$ cat src/rtl/aes_key_sched_ctrl_if.sv
// Bus bundle between the key-schedule controller, its key source, the AES-128
// expansion block and the round-key consumer.
interface aes_key_sched_ctrl_if #(
    parameter int unsigned DATA_WIDTH = 32
);
    logic                      key_valid_in;
    logic                      key_ready_out;
    logic [4*DATA_WIDTH-1:0]   key_in;
    logic [2:0]                FSM_core_out;
    logic [3:0]                core_count_out;
    logic [DATA_WIDTH-1:0]     data_out_0;
    logic [DATA_WIDTH-1:0]     data_out_1;
    logic [DATA_WIDTH-1:0]     data_out_2;
    logic [DATA_WIDTH-1:0]     data_out_3;
    logic [DATA_WIDTH-1:0]     ke_in_0;
    logic [DATA_WIDTH-1:0]     ke_in_1;
    logic [DATA_WIDTH-1:0]     ke_in_2;
    logic [DATA_WIDTH-1:0]     ke_in_3;
    logic                      rk_valid_out;
    logic                      rk_ready_in;
    logic [4*DATA_WIDTH-1:0]   rk_data_out;
    logic [3:0]                rk_index_out;
    logic                      done_out;

    modport master (
        input  key_valid_in, key_in, ke_in_0, ke_in_1, ke_in_2, ke_in_3, rk_ready_in,
        output key_ready_out, FSM_core_out, core_count_out,
        output data_out_0, data_out_1, data_out_2, data_out_3,
        output rk_valid_out, rk_data_out, rk_index_out, done_out
    );

    modport slave (
        output key_valid_in, key_in, ke_in_0, ke_in_1, ke_in_2, ke_in_3, rk_ready_in,
        input  key_ready_out, FSM_core_out, core_count_out,
        input  data_out_0, data_out_1, data_out_2, data_out_3,
        input  rk_valid_out, rk_data_out, rk_index_out, done_out
    );
endinterface

$ cat src/rtl/aes_key_sched_ctrl.sv
// Accepts a cipher key, sequences the AES-128 expansion block and streams the
// round keys downstream; the schedule freezes while the consumer stalls.
module aes_key_sched_ctrl #(
    parameter int unsigned DATA_WIDTH = 32,
    parameter int unsigned NUM_ROUNDS = 10
) (
    input logic                 clk,
    input logic                 rst,
    aes_key_sched_ctrl_if.master bus
);
    localparam logic [3:0] LastRound = 4'(NUM_ROUNDS);

    localparam logic [2:0] CoreHold = 3'b000;
    localparam logic [2:0] CoreLoad = 3'b001;
    localparam logic [2:0] CoreRun  = 3'b010;

    typedef enum logic [1:0] {StIdle, StLoad, StRound} state_e;

    state_e                state_q, state_d;
    logic [3:0]            count_q, count_d;
    logic [DATA_WIDTH-1:0] data0_q, data0_d;
    logic [DATA_WIDTH-1:0] data1_q, data1_d;
    logic [DATA_WIDTH-1:0] data2_q, data2_d;
    logic [DATA_WIDTH-1:0] data3_q, data3_d;
    logic                  done_q, done_d;
    logic [2:0]            core_code;

    always_comb begin
        state_d   = state_q;
        count_d   = count_q;
        data0_d   = data0_q;
        data1_d   = data1_q;
        data2_d   = data2_q;
        data3_d   = data3_q;
        done_d    = 1'b0;
        core_code = CoreHold;
        unique case (state_q)
            StIdle: begin
                if (bus.key_valid_in) begin
                    data0_d = bus.key_in[4*DATA_WIDTH-1:3*DATA_WIDTH];
                    data1_d = bus.key_in[3*DATA_WIDTH-1:2*DATA_WIDTH];
                    data2_d = bus.key_in[2*DATA_WIDTH-1:DATA_WIDTH];
                    data3_d = bus.key_in[DATA_WIDTH-1:0];
                    count_d = 4'd0;
                    state_d = StLoad;
                end
            end
            StLoad: begin
                core_code = CoreLoad;
                count_d   = 4'd0;
                state_d   = StRound;
            end
            StRound: begin
                // Only advance the expansion registers on an actual handshake.
                if (bus.rk_ready_in) begin
                    core_code = CoreRun;
                    if (count_q == LastRound) begin
                        count_d = 4'd0;
                        done_d  = 1'b1;
                        state_d = StIdle;
                    end else begin
                        count_d = count_q + 4'd1;
                    end
                end
            end
            default: state_d = StIdle;
        endcase
    end

    always_ff @(posedge clk) begin
        if (rst) begin
            state_q <= StIdle;
            count_q <= 4'd0;
            data0_q <= '0;
            data1_q <= '0;
            data2_q <= '0;
            data3_q <= '0;
            done_q  <= 1'b0;
        end else begin
            state_q <= state_d;
            count_q <= count_d;
            data0_q <= data0_d;
            data1_q <= data1_d;
            data2_q <= data2_d;
            data3_q <= data3_d;
            done_q  <= done_d;
        end
    end

    assign bus.key_ready_out  = (state_q == StIdle);
    assign bus.FSM_core_out   = core_code;
    assign bus.core_count_out = count_q;
    assign bus.data_out_0     = data0_q;
    assign bus.data_out_1     = data1_q;
    assign bus.data_out_2     = data2_q;
    assign bus.data_out_3     = data3_q;
    assign bus.rk_valid_out   = (state_q == StRound);
    assign bus.rk_data_out    = {bus.ke_in_0, bus.ke_in_1, bus.ke_in_2, bus.ke_in_3};
    assign bus.rk_index_out   = count_q;
    assign bus.done_out       = done_q;
endmodule
$ cat src/flat_wrapper.sv
// flat-port wrapper written by rule: the top's interface ports become plain ports
module aes_key_sched_ctrl_flat 
#(
    parameter int unsigned DATA_WIDTH = 32,
    parameter int unsigned NUM_ROUNDS = 10
)
  (clk, rst, bus_key_valid_in, bus_key_in, bus_ke_in_0, bus_ke_in_1, bus_ke_in_2, bus_ke_in_3, bus_rk_ready_in, bus_key_ready_out, bus_FSM_core_out, bus_core_count_out, bus_data_out_0, bus_data_out_1, bus_data_out_2, bus_data_out_3, bus_rk_valid_out, bus_rk_data_out, bus_rk_index_out, bus_done_out);
  aes_key_sched_ctrl_if #(.DATA_WIDTH(DATA_WIDTH)) bus_i ();
  input logic clk;
  input logic rst;
  input wire logic [$bits(bus_i.key_valid_in)-1:0] bus_key_valid_in;
  input wire logic [$bits(bus_i.key_in)-1:0] bus_key_in;
  input wire logic [$bits(bus_i.ke_in_0)-1:0] bus_ke_in_0;
  input wire logic [$bits(bus_i.ke_in_1)-1:0] bus_ke_in_1;
  input wire logic [$bits(bus_i.ke_in_2)-1:0] bus_ke_in_2;
  input wire logic [$bits(bus_i.ke_in_3)-1:0] bus_ke_in_3;
  input wire logic [$bits(bus_i.rk_ready_in)-1:0] bus_rk_ready_in;
  output wire logic [$bits(bus_i.key_ready_out)-1:0] bus_key_ready_out;
  output wire logic [$bits(bus_i.FSM_core_out)-1:0] bus_FSM_core_out;
  output wire logic [$bits(bus_i.core_count_out)-1:0] bus_core_count_out;
  output wire logic [$bits(bus_i.data_out_0)-1:0] bus_data_out_0;
  output wire logic [$bits(bus_i.data_out_1)-1:0] bus_data_out_1;
  output wire logic [$bits(bus_i.data_out_2)-1:0] bus_data_out_2;
  output wire logic [$bits(bus_i.data_out_3)-1:0] bus_data_out_3;
  output wire logic [$bits(bus_i.rk_valid_out)-1:0] bus_rk_valid_out;
  output wire logic [$bits(bus_i.rk_data_out)-1:0] bus_rk_data_out;
  output wire logic [$bits(bus_i.rk_index_out)-1:0] bus_rk_index_out;
  output wire logic [$bits(bus_i.done_out)-1:0] bus_done_out;
  assign bus_i.key_valid_in = bus_key_valid_in;
  assign bus_i.key_in = bus_key_in;
  assign bus_i.ke_in_0 = bus_ke_in_0;
  assign bus_i.ke_in_1 = bus_ke_in_1;
  assign bus_i.ke_in_2 = bus_ke_in_2;
  assign bus_i.ke_in_3 = bus_ke_in_3;
  assign bus_i.rk_ready_in = bus_rk_ready_in;
  assign bus_key_ready_out = bus_i.key_ready_out;
  assign bus_FSM_core_out = bus_i.FSM_core_out;
  assign bus_core_count_out = bus_i.core_count_out;
  assign bus_data_out_0 = bus_i.data_out_0;
  assign bus_data_out_1 = bus_i.data_out_1;
  assign bus_data_out_2 = bus_i.data_out_2;
  assign bus_data_out_3 = bus_i.data_out_3;
  assign bus_rk_valid_out = bus_i.rk_valid_out;
  assign bus_rk_data_out = bus_i.rk_data_out;
  assign bus_rk_index_out = bus_i.rk_index_out;
  assign bus_done_out = bus_i.done_out;
  aes_key_sched_ctrl #(.DATA_WIDTH(DATA_WIDTH), .NUM_ROUNDS(NUM_ROUNDS)) u_core (.clk(clk), .rst(rst), .bus(bus_i));
endmodule
$ cat config.mk
export PLATFORM = sky130hd
export DESIGN_NAME = aes_key_sched_ctrl_flat
export DESIGN_NICKNAME = d
export VERILOG_FILES = /design/src/rtl/aes_key_sched_ctrl_if.sv /design/src/rtl/aes_key_sched_ctrl.sv /design/src/flat_wrapper.sv
export SDC_FILE = /design/constraint.sdc
export NUM_CORES = 1
export LEC_CHECK = 0
export CAP_MARGIN = 20
export CORE_AREA = 2 2 207 209
export CTS_CLUSTER_DIAMETER = 80
export DETAILED_ROUTE_END_ITERATION = 10
export DIE_AREA = 0 0 209 211
export MAX_ROUTING_LAYER = met4
export PLACE_DENSITY_LB_ADDON = 0.3
export SYNTH_ARGS = -nofsm -noshare
export SYNTH_HDL_FRONTEND = slang
export SYNTH_SLANG_ARGS = --single-unit
$ cat constraint.sdc
create_clock -name clk -period 1.9 [get_ports clk]
set_input_delay 0.38 -clock clk [delete_from_list [all_inputs] [get_ports clk]]
set_output_delay 0.38 -clock clk [all_outputs]
set_load 0.02 [all_outputs]
==> results of run 1 <==
-- repair_timing --
item,CTS,global route
setup endpoints to repair,13,3
setup buffers,0,0
resized for setup,13,3
-- placed cells by master, fill, tap and decap left out --
cell             netlist  layout
a21oi_1              130     130
nor2_1                 3       3
buf_12                 0       8
dlygate4sd2_1          0      13
clkbuf_16              0      17
a211oi_1               1       1
nand4b_1               3       3
bufinv_16              0       6
o31ai_1                1       1
or3_1                  1       1
a31oi_1                2       2
inv_1                  2       2
nand3b_1               2       2
or3b_4                 1       1
clkdlybuf4s50_1        0     255
o21bai_1               1       1
nor3b_4                0       1
clkbuf_8               0       2
nand3_1                4       4
nand2_1              258     258
nor2b_1                2       2
clkinvlp_4             0       1
ha_1                   2       2
conb_1                 1       1
dlymetal6s2s_1         0       3
nor3_1                 1       1
nand4_1                1       1
clkinv_4               0       3
dfxtp_1              135     135
clkinv_2               0       2
buf_4                135      20
-- metrics by stage --
stage / cell area, um^2 / cells / hold slack (ps)
after floorplan: 5800 / 729 / 516
after detailed placement: 8220 / 1390 / 446
after global placement: 8220 / 1390 / 441
after CTS: 8880 / 1421 / 300
final: 8890 / 1421 / 333
after global routing: 8890 / 1421 / 333
-- report_power, final --
part	internal, mW	switching [mW]
Sequential	3.02	0.0916
Combinational	0.743	0.726
Clock	2.52	1.34
-- critical path: stages --
cell,delay [ps]
clkdlybuf4s50_1,510
nand3b_1,120
inv_1,90
dlygate4sd2_1,330
-- metal layers --
metal	wire [um]	up-vias	part of all wire (%)	track usage, %
met1	7910	2193	40	9.58
met5	0	-	0	-
met2	9030	243	45	13.7
met3	2050	67	10	4.56
li1	-	2473	-	-
met4	1020	0	5.1	6.23
-- final timing paths --
path | endpoint
setup / recovery | bus_FSM_core_out[1]
hold / removal | u_core.state_q[0]
setup reg to reg | u_core.bus.data_out_0[1]
hold reg to reg | u_core.bus.data_out_2[2]
-- state kept, by name, summed over array words and instances, names as in the netlist --
signal / flops
u_core.bus.data_out_0: 32
u_core.bus.data_out_2: 32
u_core.state_q: 2
u_core.bus.core_count_out: 4
u_core.bus.data_out_3: 32
u_core.bus.data_out_1: 32
u_core.bus.done_out: 1
-- layout make-up --
type	instances	area [um^2]	area share, %
repair buffers	299	3010	33.9
clock inverters	12	224	2.52
inverters	2	7.51	0.0844
well taps	539	674	7.59
clock buffers	19	453	5.09
flip-flops and latches	135	2700	30.4
multi-input cells	415	1820	20.4
-- logic make-up (layout without fill, tap and decap cells) --
logic type / Yosys count / count (layout) / share of synthesized area [%]
compound gates: 135 / 135 / 11.8
flops: 135 / 135 / 46.6
simple gates: 277 / 277 / 18.9
fa+ha+maj: 2 / 2 / 0.431
other cells: 1 / 1 / 0.0647
buf+inv: 179 / 332 / 22.2
==> metrics.txt, run 1 <==
Die ar.=44100 um^2; Tmin final=1820 ps; static leakage=3.29 nW; Post-synth top cells=nand2_1 (258), buf_4 (135), dfxtp_1 (135); Setup WS pre-CTS=-211 ps; Critical Path RT=1520 ps; worst vdd ir=550 uV; worst setup margin=82.7 ps; Critical Path Source Type=input pin; worst hold path class=in -> reg; Setup-failing EPs final=0; Worst-path clk slew=around 60 ps; Slew Limit Fails=0; initial antenna violation count=0; clk_lat worst skew=440 ps; R2R depth=5; global-route usage over all layers=a little under a tenth; number of vias per cell=3.50; leading area contributor after synthesis=dfxtp_1; crit share post-route=95.6%; I/O pin cnt=530; Cell Rows=75; width of the chip=between 200 and 250 um; flop2flop setup slack=400 ps; RR Startpoint=u_core.state_q[1]; layout cell share with drive strength beyond 1=6.92%; Setup Skew=3.80 ps; WS Path Type=in -> out; Worst Path Max Fanout=2; setup TNS=0 ps; clk root buf=clkbuf_16; clock buffer depth=2; initial DRC count=290; ys async rst share=0%; synthesized flop and latch total=135; # DRC=0; Distinct cells, synth=25; vias in the first global route=4884; Util after Layout=a little over a fifth; Net count, final=1132; Layout area overhead=53.3%; EDFF count, synth=0; Yosys Warn Count=0; post-synthesis sequential area ratio=46.6%; Max-cap violations=0; count leader, synth=nand2_1; top_reg_cell synth=dfxtp_1; Yosys top cell area share=46.6%; first-pass GRT wire length=29.1 mm; wire per inst=14.1 um; Avg Inst Size Synth=7.96 um^2; status=complete, no violations; post-route ant nets=0; synth top area cells=dfxtp_1 (47%), buf_4 (17%), nand2_1 (17%); critical path capture point type=output port; Die Y-Extent=211 um; routability cong.=0.685; mapped cell area=5800 um^2; cts hold-fix bufs=0; number of port buffers=between 200 and 300; total gr overflow=0; Worst Path Arrival=around 1400 ps; Power, Total=8.44 mW; final hold vios=0; largest net degree at the start of global routing=68; Filler Cells Inserted=approximately 4600; Post-Route WL=20.0 mm; ant diodes=0; number of CTS-inserted buffers=17; hold path startpoint=rst; RSZ-0062 raised after global routing=no; clk sinks=135; post-synthesis cell count=729; Post-DP HPWL=about 15 mm; WHS Path Cells=2; First-pass DRT Iterations=4; via count=roughly 5000; H-tree depth=4; FMAX=550 MHz; TritonCTS clock tree=done; PwrDens=949 nW/um^2; initial core utilization=13.9%; Syn Nets=991; CORE AREA=about 42000 um^2; Worst Setup SP=bus_rk_ready_in
Power figures use the tool's default switching activity.
==> run 2: changes to the inputs <==
Settings changed: CAP_MARGIN 20 to default.
==> results of run 2 <==
Final layout, timing and power as in run 1 (identical DEF).
